$ cat config.mk
export PLATFORM = sky130hd
export DESIGN_NAME = seq_mult_shift_add
export DESIGN_NICKNAME = d
export VERILOG_FILES = /design/src/rtl/seq_mult_shift_add.sv
export SDC_FILE = /design/constraint.sdc
export NUM_CORES = 1
export LEC_CHECK = 0
export CAP_MARGIN = 0
export CORE_UTILIZATION = 45
export CTS_BUF_LIST = sky130_fd_sc_hd__clkbuf_2
export CTS_CLUSTER_SIZE = 14
export DETAILED_ROUTE_END_ITERATION = 12
export PLACE_DENSITY = 0.69
export REMOVE_ABC_BUFFERS = 1
export SYNTH_ARGS = -nofsm -noshare
export SYNTH_HDL_FRONTEND = slang
export SYNTH_SLANG_ARGS = --single-unit
$ cat constraint.sdc
create_clock -name CK -period 3.2 [get_ports CK]
set_clock_uncertainty 0.2 [all_clocks]
set_input_delay 0.64 -clock CK [delete_from_list [all_inputs] [get_ports CK]]
set_output_delay 0.64 -clock CK [all_outputs]
set_load 0.005 [all_outputs]
$ cat src/rtl/seq_mult_shift_add.sv
// Sequential shift-add multiplier, WIDTH x WIDTH -> 2*WIDTH.
// Unsigned or two's-complement operands, START/READY/BUSY/DONE handshake.
module seq_mult_shift_add #(
  parameter int WIDTH     = 8,
  parameter bit SIGNED_EN = 1'b1
) (
  input  logic               CK,
  input  logic               RST,
  input  logic               START,
  input  logic               SIGNED_MODE,
  input  logic [WIDTH-1:0]   A,
  input  logic [WIDTH-1:0]   B,
  output logic [2*WIDTH-1:0] P,
  output logic               READY,
  output logic               BUSY,
  output logic               DONE
);

  localparam int CW = (WIDTH > 2) ? $clog2(WIDTH) : 1;

  typedef enum logic [1:0] {
    S_IDLE,
    S_RUN,
    S_DONE
  } state_t;

  state_t state;
  state_t nstate;

  logic accept;
  logic last;

  logic [CW-1:0]    cnt;
  logic             smode;
  logic [WIDTH-1:0] mcand;
  logic [WIDTH-1:0] mplier;
  logic [WIDTH:0]   acc;

  logic [WIDTH:0]   mext;
  logic [WIDTH+1:0] ax;
  logic [WIDTH+1:0] mx;
  logic [WIDTH+1:0] sum;
  logic             do_sub;
  logic             shin;
  logic [WIDTH:0]   acc_nx;
  logic [WIDTH-1:0] mpl_nx;

  assign last = (cnt == CW'(WIDTH - 1));

  // State register; reset aborts any operation in flight
  always_ff @(posedge CK or posedge RST) begin
    if (RST) begin
      state <= S_IDLE;
    end else begin
      state <= nstate;
    end
  end

  // Next-state and handshake outputs decoded from the current state
  always_comb begin
    nstate = state;
    READY  = 1'b0;
    BUSY   = 1'b0;
    DONE   = 1'b0;
    accept = 1'b0;
    unique case (state)
      S_IDLE: begin
        READY = 1'b1;
        if (START) begin
          accept = 1'b1;
          nstate = S_RUN;
        end
      end
      S_RUN: begin
        BUSY = 1'b1;
        if (last) begin
          nstate = S_DONE;
        end
      end
      S_DONE: begin
        READY = 1'b1;
        DONE  = 1'b1;
        if (START) begin
          accept = 1'b1;
          nstate = S_RUN;
        end else begin
          nstate = S_IDLE;
        end
      end
      default: begin
        nstate = S_IDLE;
      end
    endcase
  end

  // One add/subtract-and-shift step of the partial product
  always_comb begin
    mext   = smode ? {mcand[WIDTH-1], mcand}
                   : {1'b0, mcand};
    ax     = smode ? {acc[WIDTH], acc}
                   : {1'b0, acc};
    mx     = {smode & mext[WIDTH], mext};
    do_sub = smode & last;
    sum    = ax;
    if (mplier[0]) begin
      sum = do_sub ? (ax - mx) : (ax + mx);
    end
    shin   = smode ? sum[WIDTH] : sum[WIDTH+1];
    acc_nx = {shin, sum[WIDTH:1]};
    mpl_nx = {sum[0], mplier[WIDTH-1:1]};
  end

  // Operand capture, iteration and result load
  always_ff @(posedge CK or posedge RST) begin
    if (RST) begin
      cnt    <= '0;
      smode  <= 1'b0;
      mcand  <= '0;
      mplier <= '0;
      acc    <= '0;
      P      <= '0;
    end else if (accept) begin
      cnt    <= '0;
      smode  <= SIGNED_MODE & SIGNED_EN;
      mcand  <= A;
      mplier <= B;
      acc    <= '0;
    end else if (BUSY) begin
      cnt    <= cnt + CW'(1);
      acc    <= acc_nx;
      mplier <= mpl_nx;
      if (last) begin
        P <= {acc_nx[WIDTH-1:0], mpl_nx};
      end
    end
  end

endmodule

==> results.json <==
{
  "synth_top_area_share_pct": 47.6,
  "syn_area_per_cell_um2": 9.39,
  "numCtsBuffers": 5,
  "cts_tree": "done",
  "area_growth_pct": 23.6,
  "synth_cell_types": 40,
  "clk_pin_slew_worst_paths_ns": 0.23,
  "grt-ovfl-total": 0,
  "grt_pass1_wl_mm": 8.85,
  "core_um2": 5200,
  "end_kind": "register",
  "utilization_pct": 58.7,
  "worst_pin_slew_ns": 1.14,
  "vias_per_cell": 5.30,
  "grt_usage_pct": 19.3,
  "nets": 341,
  "routed_wl_mm": 5.29,
  "setup-violations-final": 0,
  "initial_core_util_pct": 47.5,
  "power_density_nw_per_um2": 1160,
  "pin_count": 39,
  "clk_latency_ns": 0.41,
  "fin_setup_tns_ns": 0,
  "fin_crit_sh_pct": 92.7,
  "required_ns": 3.32,
  "wire_per_inst_um": 13.9,
  "first_pass_iters": 4,
  "fp.dieW_um": 76.1,
  "netlist_top_cells_area": "dfrtp_1, nand2_1, ha_1, o21ai_0, a22oi_1",
  "ir_worst_vdd_uv": 518,
  "drive_gt1_share_pct": 11.3,
  "hpwlAfterDp_mm": 3.77,
  "p_total_mw": 3.53,
  "die_h_um": 76.1,
  "root_buffer": "clkbuf_2",
  "hold_viol_final": 0,
  "pwr-share-clk_pct": 6.8,
  "slew_headroom_pct": 23.9,
  "final_cell_mix": "nand2_1, dfrtp_1, clkdlybuf4s50_1, o21ai_0, ha_1",
  "maxCapViolations": 0,
  "row_count": 26,
  "numPortBuffers": 38,
  "synth_edf_count": 0,
  "switching_power_mw": 1.53,
  "drcViolationCount": 0,
  "arrival_ns": 3.09,
  "grt_pass1_vias": 1884,
  "cp-start-kind": "register",
  "yosysWarnings": 0,
  "ys_seq_elements": 47,
  "final_common_cell": "nand2_1",
  "postCtsHoldBufs": 0,
  "clock_sinks": 47,
  "clk_path_buf_depth": 2,
  "status": "complete, no violations",
  "async_flop_share_pct": 100,
  "switching_share_pct": 43.3,
  "p_int_mw": 2.00,
  "vias": 2007,
  "power_frac_seq_pct": 32.4,
  "holdWs_ns": 0.305,
  "routabilityCongestion": 0.834,
  "synthCells": 263,
  "rsz0062_at_grt": "false",
  "synth-main-ff-cell": "dfrtp_1",
  "cp_max_fo": 5,
  "cts-htree-levels": 2,
  "drt-initial-drc-count": 67,
  "critPathKind": "register to register",
  "antenna_found_initial": 0,
  "synth_top_cell_by_area": "dfrtp_1",
  "report.final.slew_viol_count": 0,
  "antennaDiodeCount": 0,
  "grt_max_degree": 48,
  "period_minus_slack_ns": 2.97,
  "dieArea_um2": 5790,
  "max_freq_mhz": 337,
  "leakage_nw": 1.41,
  "holdCritPathClass": "register to register",
  "ys_seq_area_share_pct": 47.6,
  "pwr-share-comb_pct": 60.8,
  "ant_nets": 0,
  "synth_area_um2": 2470
}
-- worst paths after layout --
path | end | cells past startpoint | slack (ns) | from
worst min register to register | P[9] | 2 | 0.31 | P[9]
worst max register to register | acc[7] | 11 | 0.23 | cnt[0]
worst min-delay path | P[9] | 2 | 0.31 | P[9]
min in group asynchronous | state[1] | 3 | 0.46 | RST
max in group asynchronous | mcand[0] | 3 | 1.94 | RST
worst max-delay path | acc[7] | 11 | 0.23 | cnt[0]
-- logic make-up after synthesis --
group | count (synthesis) | share of synthesized area (%)
mux | 9 | 4.00
xor+xnor | 9 | 3.19
flops | 47 | 47.6
buf+inv | 20 | 3.04
compound gates | 72 | 18.3
fa+ha+maj | 13 | 6.89
simple gates | 93 | 16.9
-- metrics by stage --
stage,worst slack (ns),instance area [µm²],instances
after detailed placement,0.00948,2950,368
after floorplan,0.252,2440,254
after CTS,0.0132,2990,376
after global placement,0.139,2950,368
after global routing,0.0264,3050,379
final,0.235,3050,379
-- layout make-up --
cell class | count | area, µm²
clock buffers | 7 | 35.0
clock inverters | 1 | 5.00
fillers | 481 | 2150
inverters | 11 | 41.3
multi-input cells | 196 | 1260
flip-flops and latches | 47 | 1180
well taps | 70 | 87.6
repair buffers | 47 | 448
-- state kept, by name, indices dropped and copies added (netlist names) --
name    count
P          16
acc         9
mcand       8
mplier      8
cnt         3
state       2
smode       1
-- synthesized netlist by cell type (2+ instances only) --
master,number
nor2b_1,6
nand2_1,62
a21oi_1,5
nor2b_4,2
mux2i_1,2
nor3_1,4
o31ai_1,7
dfrtp_1,47
mux2_1,4
o21a_1,5
a31oi_1,5
nand2b_1,2
or3_1,2
nor2_1,7
xnor2_1,4
ha_1,12
a22oi_1,8
o21ai_0,23
inv_2,2
xor2_1,5
a22o_1,2
inv_1,9
mux2_2,3
o21ai_1,9
nand3_1,4
clkbuf_1,8
-- worst max-delay path, cell delays in order (launching register included) --
cell	delay [ns]
dfrtp_1	0.45
ha_1	0.21
ha_2	0.22
a21oi_2	0.15
xnor2_1	0.14
ha_1	0.30
nor2b_4	0.15
o31ai_2	0.25
a21oi_1	0.13
or3_1	0.37
a31oi_2	0.23
o21ai_1	0.07
-- what timing repair did --
action                                 4_1_cts  5_1_grt
pin swaps                                    0        3
setup buffers                                0        3
gates resized for setup                      1       11
setup endpoints to repair                    2        8
endpoints found under the hold margin        0        0
-- layer usage --
metal  wire (µm)  GRT usage (%)  up-vias
met5           0              0        -
met4          53           4.62        0
met3         285           4.19        5
met2        2590           33.7       57
met1        2360           24.5      939
li1            -              -     1006
-- power by group through the flow --
stage,Clock (mW),Combinational (mW),Sequential [mW]
finish,0.242,2.15,1.14
floorplan,0,1.44,1.10
detailed placement,0,2.06,1.15
global placement,0,2.02,1.14
CTS,0.251,2.07,1.14
global route,0.275,2.43,1.19
Note: power is estimated with default switching activity, not from simulation.
==> edit, RTL diff (config.mk and constraints unchanged) <==
Encoding of `state_t`: now one-hot (3 bits for 3 states).
--- a/src/rtl/seq_mult_shift_add.sv
+++ b/src/rtl/seq_mult_shift_add.sv
@@ -18,10 +18,10 @@
 
   localparam int CW = (WIDTH > 2) ? $clog2(WIDTH) : 1;
 
-  typedef enum logic [1:0] {
-    S_IDLE,
-    S_RUN,
-    S_DONE
+  typedef enum logic [2:0] {
+    S_IDLE = 3'b001,
+    S_RUN  = 3'b010,
+    S_DONE = 3'b100
   } state_t;
 
   state_t state;
Check against the original RTL: same outputs for any inputs over 4 cycles, from zero or initial values and one cycle with RST high; so few cycles prove little.
==> edit against the original RTL <==
  * Count of clock-buffer cells in the layout down 2
  * Highest routed layer unchanged
  * Fmax is 1.4% lower
  * Largest power group unchanged
  * Worst setup slack lost 42 ps
  * Wire length down 8.0%
  * Synthesized area up 0.96%
  * First-iteration DRC count up 85%
  * Sequential power down 14%
  * Sequential cell count is 1 higher
  * Non-clock buffer count fell by 1
  * Power is 27% lower
  * Cell count decreased by 3.7%
  * Cell area is 0.82% lower
  * Utilization decreased by 0.84 points
==> edit: results <==
[min_path]
worstHoldStart = P[9]$_DFFE_PP0P_
worst_hold_path.num_cells = 2
hold_path.class = reg2reg
holdPathEnd = P[9]$_DFFE_PP0P_

[logic_synthesis]
synth_common_cells = nand2_1, dfrtp_1, o21ai_0
yosysWarningCount = 0
postSynthCellCount = 252
synth.top_cells.by_area = dfrtp_1, nand2_1, mux2_2
ys_types = 44
async_flop_share_pct = 100
seq_area_frac_synth_pct = 48.2

[clock_network]
htree_levels = 2
cts_root_buf = clkbuf_2
cts_made_buffers = 5
cts.path.max_buffers = 2
clock_latency_ps = 420
clk_pin_slew_worst_paths_ps = 250

[status]
status = finished clean

[layout]
reg_top3 = P: 16 flops, acc: 9 flops
drive_gt1_share_pct = 12.5
final_nets = 327
antenna_cells = 0

[critical_path]
path_max_fanout = 5
r2r_start = cnt[0]$_DFFE_PP0P_
critical_path.max_stage_delay_ps = 450
crit_slowest_cell = dfrtp_1
regToRegSetupSlack_ps = 190
crit_arrival_ps = 3160
worstReg2RegEnd = P[15]$_DFFE_PP0P_
reg2regPathDepth = 12
path_delay_family = compound AO/OA/AOI/OAI gates

[global_route]
grt_use_total_pct = 18.6
grt_pass1_vias = 1820
grt_max_degree = 49
antenna_found_initial = 0
grt_first_pass_wirelength_um = 8700

[detailed_routing]
firstDrtPassIters = 4
avgViaCountPerCell = 5.20
first_iter_violations = 124
num_vias = 1898
wire_per_inst_um = 13.3

[place]
placed_area_mm2 = 0.00296
portBuffers = 38
place_hpwl_um = 3490
place_congestion = 0.814
placed_cells = 355

[timing]
tightest_slew_ps = 603
holdWs_ps = 308

[power_and_ir_drop]
vdd_drop_max_uv = 470
leakage_uw = 0.00139
[edit: cell count changes after synthesis, sizes merged, moves of 3 or more]
| cell | before | now |
|---|---|---|
| o31ai | 8 | 3 |
| a21oi | 5 | 11 |
| a31oi | 5 | 1 |
| o22ai | 0 | 8 |
| nor2b | 8 | 4 |
| mux2 | 7 | 15 |
| buf | 1 | 4 |
| o21ai | 32 | 20 |
| nand2 | 62 | 52 |
[edit: worst max-delay path by stage]
stage | start | end | cells after the start | slack [ps]
after global routing | cnt[0]$_DFFE_PP0P_ | acc[5]$_DFFE_PP0P_ | 12 | -8
final | cnt[0]$_DFFE_PP0P_ | P[15]$_DFFE_PP0P_ | 12 | 190
after floorplan | cnt[0]$_DFFE_PP0P_ | acc[5]$_DFFE_PP0P_ | 12 | 260
after global placement | cnt[0]$_DFFE_PP0P_ | P[15]$_DFFE_PP0P_ | 11 | 100
after CTS | cnt[0]$_DFFE_PP0P_ | acc[8]$_DFFE_PP0P_ | 12 | 70
after detailed placement | cnt[0]$_DFFE_PP0P_ | P[15]$_DFFE_PP0P_ | 11 | 30
[edit: cells by family after synthesis]
| group | Yosys count | synth area share [%] |
|---|---|---|
| flip-flops | 48 | 48.2 |
| XOR/XNOR | 10 | 3.51 |
| adder cells (fa/ha/maj) | 13 | 6.82 |
| AO/OA/AOI/OAI | 67 | 17.2 |
| AND/OR/NAND/NOR | 77 | 13.5 |
| multiplexers | 17 | 7.58 |
| buffers and inverters | 20 | 3.16 |
[edit: layout make-up]
cell class	instances	area, um^2
Clock buffer	5	25.0
Multi-Input combinational cell	184	1220
Inverter	9	33.8
Sequential cell	48	1200
Clock inverter	3	17.5
Tap cell	70	87.6
Fill cell	482	2210
Timing Repair Buffer	46	440
[edit: metal layers]
metal	vias to the layer above	global-route usage, %	share of wire, %
met5	-	0	0
met4	0	5.77	0.99
met3	4	4.07	4.4
met2	50	28.2	45
met1	867	26.5	50
li1	977	-	-
[edit: where the power goes]
part | leakage [uW] | switching, uW | internal (uW)
Clock | 0.0000308 | 194 | 53.5
Sequential | 0.000629 | 193 | 787
Combinational | 0.000728 | 708 | 652
[edit: timing repair]
action / in CTS / in global routing
gates resized for setup: 1 / 4
buffers inserted: 0 / 2
endpoints found under the setup margin: 1 / 6
pin swaps: 0 / 3
[edit: per-stage QoR]
| step | total power (uW) | setup WS, ps |
|---|---|---|
| 2_1_floorplan | 1970 | 259 |
| 3_3_place_gp | 2290 | 96.5 |
| 3_5_place_dp | 2310 | 28.3 |
| 4_1_cts | 2570 | 66.2 |
| 5_1_grt | 2850 | -8.29 |
| 6_report | 2590 | 192 |
